<file path="src/rtl/fetch_unit.sv">
// rtl/fetch_unit.sv - in-order instruction fetch stage with response queue and flush discard
module fetch_unit #(
    parameter logic [31:0] RESET_PC        = 32'h0000_0000,
    parameter int          FIFO_DEPTH      = 4,
    parameter int          MAX_OUTSTANDING = 2
) (
    input  logic        clk,
    input  logic        rst_n,
    input  logic        flush,
    input  logic [31:0] redirect_pc,
    input  logic        stall,
    input  logic        halt,
    output logic        imem_req,
    output logic [31:0] imem_addr,
    input  logic        imem_ready,
    input  logic        imem_rvalid,
    input  logic [31:0] imem_rdata,
    output logic [31:0] instr_out,
    output logic [31:0] pc_out,
    output logic        bubble_out
);

    localparam int QAW    = $clog2(FIFO_DEPTH);
    localparam int QCW    = QAW + 1;
    localparam int CW     = $clog2(MAX_OUTSTANDING) + 1;
    localparam int TAW    = (MAX_OUTSTANDING > 1) ? $clog2(MAX_OUTSTANDING) : 1;
    localparam int TDEPTH = 1 << TAW;
    localparam int SW     = ((QCW > CW) ? QCW : CW) + 1;

    logic [31:0]    fetch_pc;
    logic [31:0]    q_pc    [FIFO_DEPTH];
    logic [31:0]    q_instr [FIFO_DEPTH];
    logic [QAW-1:0] q_wr;
    logic [QAW-1:0] q_rd;
    logic [QCW-1:0] q_count;
    logic [31:0]    tag_pc  [TDEPTH];
    logic [TAW-1:0] tag_wr;
    logic [TAW-1:0] tag_rd;
    logic [CW-1:0]  outstanding;
    logic [CW-1:0]  discard;

    logic           accept;
    logic           rsp;
    logic           push;
    logic           pop;
    logic           q_empty;
    logic [SW-1:0]  reserved;

    // Every in-flight read holds a queue slot, so a returning word always fits.
    always_comb begin
        q_empty  = (q_count == '0);
        reserved = SW'(q_count) + SW'(outstanding);
        imem_req = rst_n && !halt && !flush
                   && (outstanding < CW'(MAX_OUTSTANDING))
                   && (reserved < SW'(FIFO_DEPTH));
        accept   = imem_req && imem_ready;
        rsp      = imem_rvalid && (outstanding != '0);
        push     = rsp && !flush && (discard == '0);
        pop      = !q_empty && !stall && !halt && !flush;
    end

    assign imem_addr  = fetch_pc;
    assign instr_out  = q_empty ? '0 : q_instr[q_rd];
    assign pc_out     = q_empty ? '0 : q_pc[q_rd];
    assign bubble_out = q_empty || flush;

    always_ff @(posedge clk or negedge rst_n) begin
        if (!rst_n) begin
            fetch_pc    <= RESET_PC;
            q_wr        <= '0;
            q_rd        <= '0;
            q_count     <= '0;
            tag_wr      <= '0;
            tag_rd      <= '0;
            outstanding <= '0;
            discard     <= '0;
        end else if (flush) begin
            // Reads still in flight after this edge all return as stale data.
            fetch_pc    <= redirect_pc;
            q_wr        <= '0;
            q_rd        <= '0;
            q_count     <= '0;
            tag_wr      <= '0;
            tag_rd      <= '0;
            outstanding <= outstanding - CW'(rsp);
            discard     <= outstanding - CW'(rsp);
        end else begin
            if (accept) begin
                fetch_pc <= fetch_pc + 32'd4;
                tag_wr   <= tag_wr + TAW'(1);
            end
            outstanding <= outstanding + CW'(accept) - CW'(rsp);
            if (rsp && (discard != '0)) begin
                discard <= discard - CW'(1);
            end
            if (push) begin
                tag_rd <= tag_rd + TAW'(1);
                q_wr   <= q_wr + QAW'(1);
            end
            if (pop) begin
                q_rd <= q_rd + QAW'(1);
            end
            q_count <= q_count + QCW'(push) - QCW'(pop);
        end
    end

    always_ff @(posedge clk) begin
        if (accept && !flush) begin
            tag_pc[tag_wr] <= fetch_pc;
        end
        if (push) begin
            q_pc[q_wr]    <= tag_pc[tag_rd];
            q_instr[q_wr] <= imem_rdata;
        end
    end

endmodule

</file>
<file path="config.mk">
export PLATFORM = sky130hd
export DESIGN_NAME = fetch_unit
export DESIGN_NICKNAME = d
export VERILOG_FILES = /design/src/rtl/fetch_unit.sv
export SDC_FILE = /design/constraint.sdc
export NUM_CORES = 1
export LEC_CHECK = 0
export ABC_AREA = 1
export BUFFER_PORTS_ARGS = -buffer_cell sky130_fd_sc_hd__buf_4
export CORE_MARGIN = 3
export CORE_UTILIZATION = 50
export CTS_CLUSTER_SIZE = 30
export DETAILED_ROUTE_END_ITERATION = 12
export PLACE_DENSITY = 0.77
export SLEW_MARGIN = 0
export SYNTH_ARGS = -nofsm -noshare
export SYNTH_HDL_FRONTEND = slang
export SYNTH_SLANG_ARGS = --single-unit
</file>
<file path="constraint.sdc">
create_clock -name clk -period 5.1 [get_ports clk]
set_input_delay 0 -clock clk [delete_from_list [all_inputs] [get_ports clk]]
set_output_delay 0 -clock clk [all_outputs]
set_load 0.05 [all_outputs]
</file>
* Word level (Yosys, flattened, before mapping)
Memories as Yosys holds them, arrays and structs flattened.
Index checks and enable logic that the tools add are counted.
** Word-level totals
- Memory bits (writable) :: 320
- Output and inout bits :: 98
- Bits in registers :: 45
- Input bits :: 71
- Memories :: 3
** Memories
- q_instr :: words 4, width 32, rd ports 1, clocked after memory_dff 0, wr ports 1, RTL line 32 : logic [31:0] q_instr [FIFO_DEPTH];
- q_pc :: words 4, width 32, rd ports 1, clocked after memory_dff 0, wr ports 1, RTL line 31 : logic [31:0] q_pc [FIFO_DEPTH];
- tag_pc :: words 2, width 32, rd ports 1, clocked after memory_dff 0, wr ports 1, RTL line 36 : logic [31:0] tag_pc [TDEPTH];
** Operators by class
- Reductions and logical operators :: 26
- $lt $le $gt $ge :: 2
- Add/subtract/negate cells :: 12
- Multiplexer cells :: 20
** Operators with widths (count)
- 32-bit two-way mux :: 4
- 32-bit by 3-bit adder with 32-bit output, second input constant :: 1
- 2-bit two-way mux :: 7
- 1-bit logical AND :: 13
- 2-bit nonzero test :: 6
- 1-bit two-way mux :: 8
- 2-bit by 1-bit adder with 2-bit output, second input constant :: 2
- 3-bit by 2-bit adder with 4-bit output :: 1
- 1-bit zero test :: 4
- 4-bit by 3-bit less-than comparator with 1-bit output, second input constant :: 1
- 2-bit by 1-bit subtractor with 2-bit output :: 2
- 3-bit by 1-bit adder with 3-bit output :: 1
- 3-bit zero test :: 1
- 3-bit two-way mux :: 1
- 3-bit by 1-bit subtractor with 3-bit output :: 1
- 1-bit adder, second input constant :: 2
- 2-bit by 1-bit adder with 2-bit output :: 1
- 2-bit zero test :: 1
- 2-bit less-than comparator, second input constant :: 1
- 2-bit by 1-bit subtractor with 2-bit output, second input constant :: 1
- 1-bit logical OR :: 1

* Longest topological paths before layout
- Word-level depth :: 9
- Depth in mapped cells :: 13

* Worst setup path before layout
No wires, ideal clock.
- Path type :: register to register
- Start point :: reg outstanding[1]
- End point :: mem q_instr[0][0] (enable)
- Library setup time :: 0.487 ns
- Clock period less this slack :: 4.008 ns
- Path slack :: 1.092 ns
- Data arrival time :: 3.522 ns
- Cell stages (with the launch flop) :: 4
- Cell sequence :: dfrtp_1 o21a_1 nand3_1 nor2_1
** Between the ends
- Longest elaborated chain between the ends :: 6
** Ends and longest elaborated chain
- start, declared :: RTL line 39 : logic [CW-1:0] outstanding;
- start signal, assigned :: RTL line 85 : outstanding <= outstanding - CW'(rsp);
- start signal, assigned :: RTL line 92 : outstanding <= outstanding + CW'(accept) - CW'(rsp);
- 2-bit nonzero test :: RTL line 57 : rsp = imem_rvalid && (outstanding != '0);
- 1-bit logical AND :: RTL line 57
- 1-bit logical AND (2 in series) :: RTL line 58 : push = rsp && !flush && (discard == '0);
- 1-bit two-way mux :: RTL line 111 : if (push) begin
- 1-bit two-way mux (not written as such) :: RTL line 113 : q_instr[q_wr] <= imem_rdata;
- end, declared :: RTL line 32
No other way between the ends.

* Final worst setup path
- Start point :: reg q_count[1]
- End point :: reg q_count[2]
** Between the ends
- Longest elaborated chain between the ends :: 7
** Ends and longest elaborated chain
- start, declared :: RTL line 35 : logic [QCW-1:0] q_count;
- start signal, assigned :: RTL line 103 : q_count <= q_count + QCW'(push) - QCW'(pop);
- parallel branches: the longest is 5 deep, another holds 3-bit by 1-bit adder with 3-bit output
- 3-bit by 1-bit subtractor with 3-bit output * :: RTL line 103
- 3-bit two-way mux * :: RTL line 77 : end else if (flush) begin
Every way passes the cells marked *.
A chain may end at the register's enable or synchronous reset.

==> flow_metrics.tcl <==
set metrics [dict create \
    numCtsBuffers 37 \
    drt_pre_antenna_iters 5 \
    r2r_slack_ns 1.63 \
    worstHoldEndpoint "discard[1]" \
    timing.setup.tns_ns 0 \
    required_ns 5.52 \
    timing.reg2reg.worst_path_depth 15 \
    ys_seq_elements 365 \
    initial_utilization_pct 51.2 \
    reg2reg_from "q_count[1]" \
    route.antenna.remaining_nets 0 \
    avgViaCountPerCell 5.34 \
    timing_limited_maximum_frequency_mhz 288 \
    p_leak_nw 7.25 \
    wl_per_cell_um 17.3 \
    mostFrequentLayoutCell "sky130_fd_sc_hd__edfxtp_1" \
    grt_start_max_net_pins 107 \
    yosys_most_used_dff "sky130_fd_sc_hd__edfxtp_1" \
    worst_path_max_delay_cell "sky130_fd_sc_hd__buf_4" \
    via_count_of_the_first_global_routing_pass 10700 \
    hold_crit_path_type "in2reg" \
    finalClockSkew_ns 0.0123 \
    worstHoldPathCells 4 \
    synthToLayoutAreaGrowth_pct 23.9 \
    antenna_found_initial 0 \
    cp_max_fo 66 \
    cp-startpoint "q_count[1]" \
    ctsHtreeMaxLevel 2 \
    design.die.area_um2 32800 \
    globalRoute.totalOverflow 0 \
    fp.dieH_um 181 \
    ys_seq_area_share_pct 70.0 \
    placed_area_um2 16900 \
    synth_enable_flop_cells 320 \
    gp_routability_congestion 0.872 \
    timing_worst_slew_pin_value_ns 1.11 \
    post_route_cells_drive_above_1_share_pct 17.7 \
    critPathBufInv 6 \
    finalWirelength_um 34700 \
    first_pass_grt_wire_length_um 55100 \
    asyncSetResetFlopFracSynth_pct 12.3 \
    path_class "reg2reg" \
    design.core.area_um2 30000 \
    stdcell_area_um2 19000 \
    rows 63 \
    post-cts-setup-buffer-count 0 \
    worstSetupEndpointType "flip-flop" \
    crit_path_cell_trace "inv_1 > nand2_1 > nor2_4 > buf_4 > nor3_1 > dlygate4sd3_1 > inv_1 > nor2_1 > ha_1 > inv_1 > ha_1 > inv_1 > fa_1 > and3_1 > nor3_1" \
    synth_warnings 0 \
    final.fill_count 2253 \
    hp-start "imem_rvalid" \
    post_synth.cell_area_avg_um2 11.3 \
    critical_path.most_common_cell "sky130_fd_sc_hd__inv_1" \
    power.density_cell_area_nw_per_um2 440 \
    floorplan.die.width_um 181 \
    leading_cell_types_in_the_layout_fill_and_taps_excluded "sky130_fd_sc_hd__edfxtp_1, sky130_fd_sc_hd__nor2_1, sky130_fd_sc_hd__nand2_1" \
    detailed_place_hpwl_um 20400 \
    finalCriticalPeriod_ns 3.47 \
    critical-path-top-delay-family "buffers and inverters" \
    post_cts_resize_count 0 \
    root_buffer "sky130_fd_sc_hd__clkbuf_16" \
    synth.net_count 1437 \
    detailed_route_via_count 10700 \
    numPortBuffers 168 \
    maxSlewViolCount 0 \
    post-route-drc-count 0 \
    tritoncts "built" \
    ctsLongestPathBuffers 3 \
    ios 169 \
    antenna_cells 0 \
    reg2reg_capture_point "q_count[2]" \
    arrival_ns 3.90 \
    synthesis.area_um2 15300 \
    setup-violations-final 0 \
    clk_pin_slew_ns 0.06 \
    rsz0062_at_grt "no" \
    clk-insertion-delay-late_ns 0.52 \
    placed_cells_incl_taps 1859 \
    worstSetupStartpointType "flip-flop" \
    post-route-period-util_pct 68.1 \
    vdd_ir_drop_max_uv 295 \
    critical-path-max-stage-delay_ns 0.64 \
    max_slew_margin_pct 25.8 \
    hold_violations 0 \
    outcome "finished clean" \
    maxCapViolCount 0 \
    layoutNonFillerInstCount 2012 \
    drt_iter0_drc 1101 \
    numClockSinks 365 \
    synth.distinct_cells 33 \
    fin_nets 1679 \
    synthesis.instances 1353 \
    grt.total_usage_pct 20.7 \
]
==> cells in the mapped netlist, drive strengths merged (3+ instances only) <==
master | number | area (µm²)
nand2 | 203 | 764
mux2 | 32 | 360
xnor2 | 7 | 61.3
nor2 | 316 | 1210
dfrtp | 45 | 1130
xor2 | 5 | 43.8
a21oi | 67 | 335
buf | 48 | 230
inv | 65 | 244
o21bai | 3 | 22.5
ha | 12 | 150
nand3 | 62 | 310
edfxtp | 320 | 9610
clkbuf | 18 | 67.6
o21ai | 139 | 696
==> worst register-to-register path: stages (launching register included) <==
cell and delay (ns):
sky130_fd_sc_hd__dfrtp_1 0.43, sky130_fd_sc_hd__inv_1 0.07, sky130_fd_sc_hd__nand2_1 0.10, sky130_fd_sc_hd__nor2_4 0.09
sky130_fd_sc_hd__buf_4 0.64, sky130_fd_sc_hd__nor3_1 0.09, sky130_fd_sc_hd__dlygate4sd3_1 0.61, sky130_fd_sc_hd__inv_1 0.08
sky130_fd_sc_hd__nor2_1 0.04, sky130_fd_sc_hd__ha_1 0.30, sky130_fd_sc_hd__inv_1 0.06, sky130_fd_sc_hd__ha_1 0.13
sky130_fd_sc_hd__inv_1 0.05, sky130_fd_sc_hd__fa_1 0.37, sky130_fd_sc_hd__and3_1 0.18, sky130_fd_sc_hd__nor3_1 0.14
==> sequential cells by signal, summed over array words and instances (netlist names) <==
| name | cells |
|---|---|
| q_count | 3 |
| tag_rd | 1 |
| q_wr | 2 |
| discard | 2 |
| tag_wr | 1 |
| imem_addr | 32 |
| outstanding | 2 |
| q_instr | 128 |
| tag_pc | 64 |
| q_rd | 2 |
| q_pc | 128 |
==> metrics by stage <==
| step | setup WS (ns) | power [mW] | hold slack [ns] | util (%) |
|---|---|---|---|---|
| floorplan | 1.09 | 5.03 | -0.296 | - |
| finish | 1.63 | 8.36 | 0.0204 | 63.4 |
| global placement | 2.10 | 5.66 | 0.0481 | 56.5 |
| CTS | 1.59 | 8.41 | 0.00806 | 63.4 |
| detailed placement | 2.05 | 5.70 | 0.0645 | 56.5 |
| global route | 1.35 | 8.69 | 0.0350 | 63.4 |
==> cell type report <==
cell class	instances	area, µm²	area share (%)
inverters	65	244	1.28
clock inverters	20	233	1.22
multi-input cells	857	4100	21.6
clock buffers	46	960	5.05
repair buffers	269	2240	11.8
well taps	390	488	2.57
flip-flops and latches	365	10700	56.5
==> report_power, final <==
| part | switching (mW) | internal, mW |
|---|---|---|
| sequential | 0.147 | 3.48 |
| combinational | 1.47 | 0.604 |
| clock | 1.10 | 1.56 |
| total | 2.72 | 5.64 |
==> worst max path at each step <==
stage,endpoint,cells past startpoint,slack (ns)
4_1_cts,q_count[2],15,1.59
6_report,q_count[2],15,1.63
3_5_place_dp,q_instr[2][10],5,2.05
3_3_place_gp,q_instr[2][10],5,2.10
2_1_floorplan,q_instr[0][0],3,1.09
5_1_grt,q_count[2],15,1.35
==> what timing repair did <==
item,4_1_cts,5_1_grt
setup endpoints to repair,0,0
hold buffers,87,0
endpoints found under the hold margin,210,0
==> cell families (layout without fill, tap and decap cells) <==
| group | after synthesis | after routing | synth area share (%) |
|---|---|---|---|
| flip-flops | 365 | 365 | 70.0 |
| buffers and inverters | 131 | 400 | 3.53 |
| AO/OA/AOI/OAI | 212 | 212 | 7.03 |
| adder cells (fa/ha/maj) | 13 | 13 | 1.11 |
| XOR/XNOR | 12 | 12 | 0.685 |
| multiplexers | 33 | 33 | 2.42 |
| AND/OR/NAND/NOR | 587 | 587 | 15.2 |
==> routing by layer <==
metal	part of all wire (%)	GRT usage, %	up-vias
li1	-	-	5120
met1	43	29.2	5123
met3	6.6	3.24	57
met5	0	0	-
met4	1.8	5.18	0
met2	48	34.3	441
No activity file was read; power rests on OpenSTA's default activity.
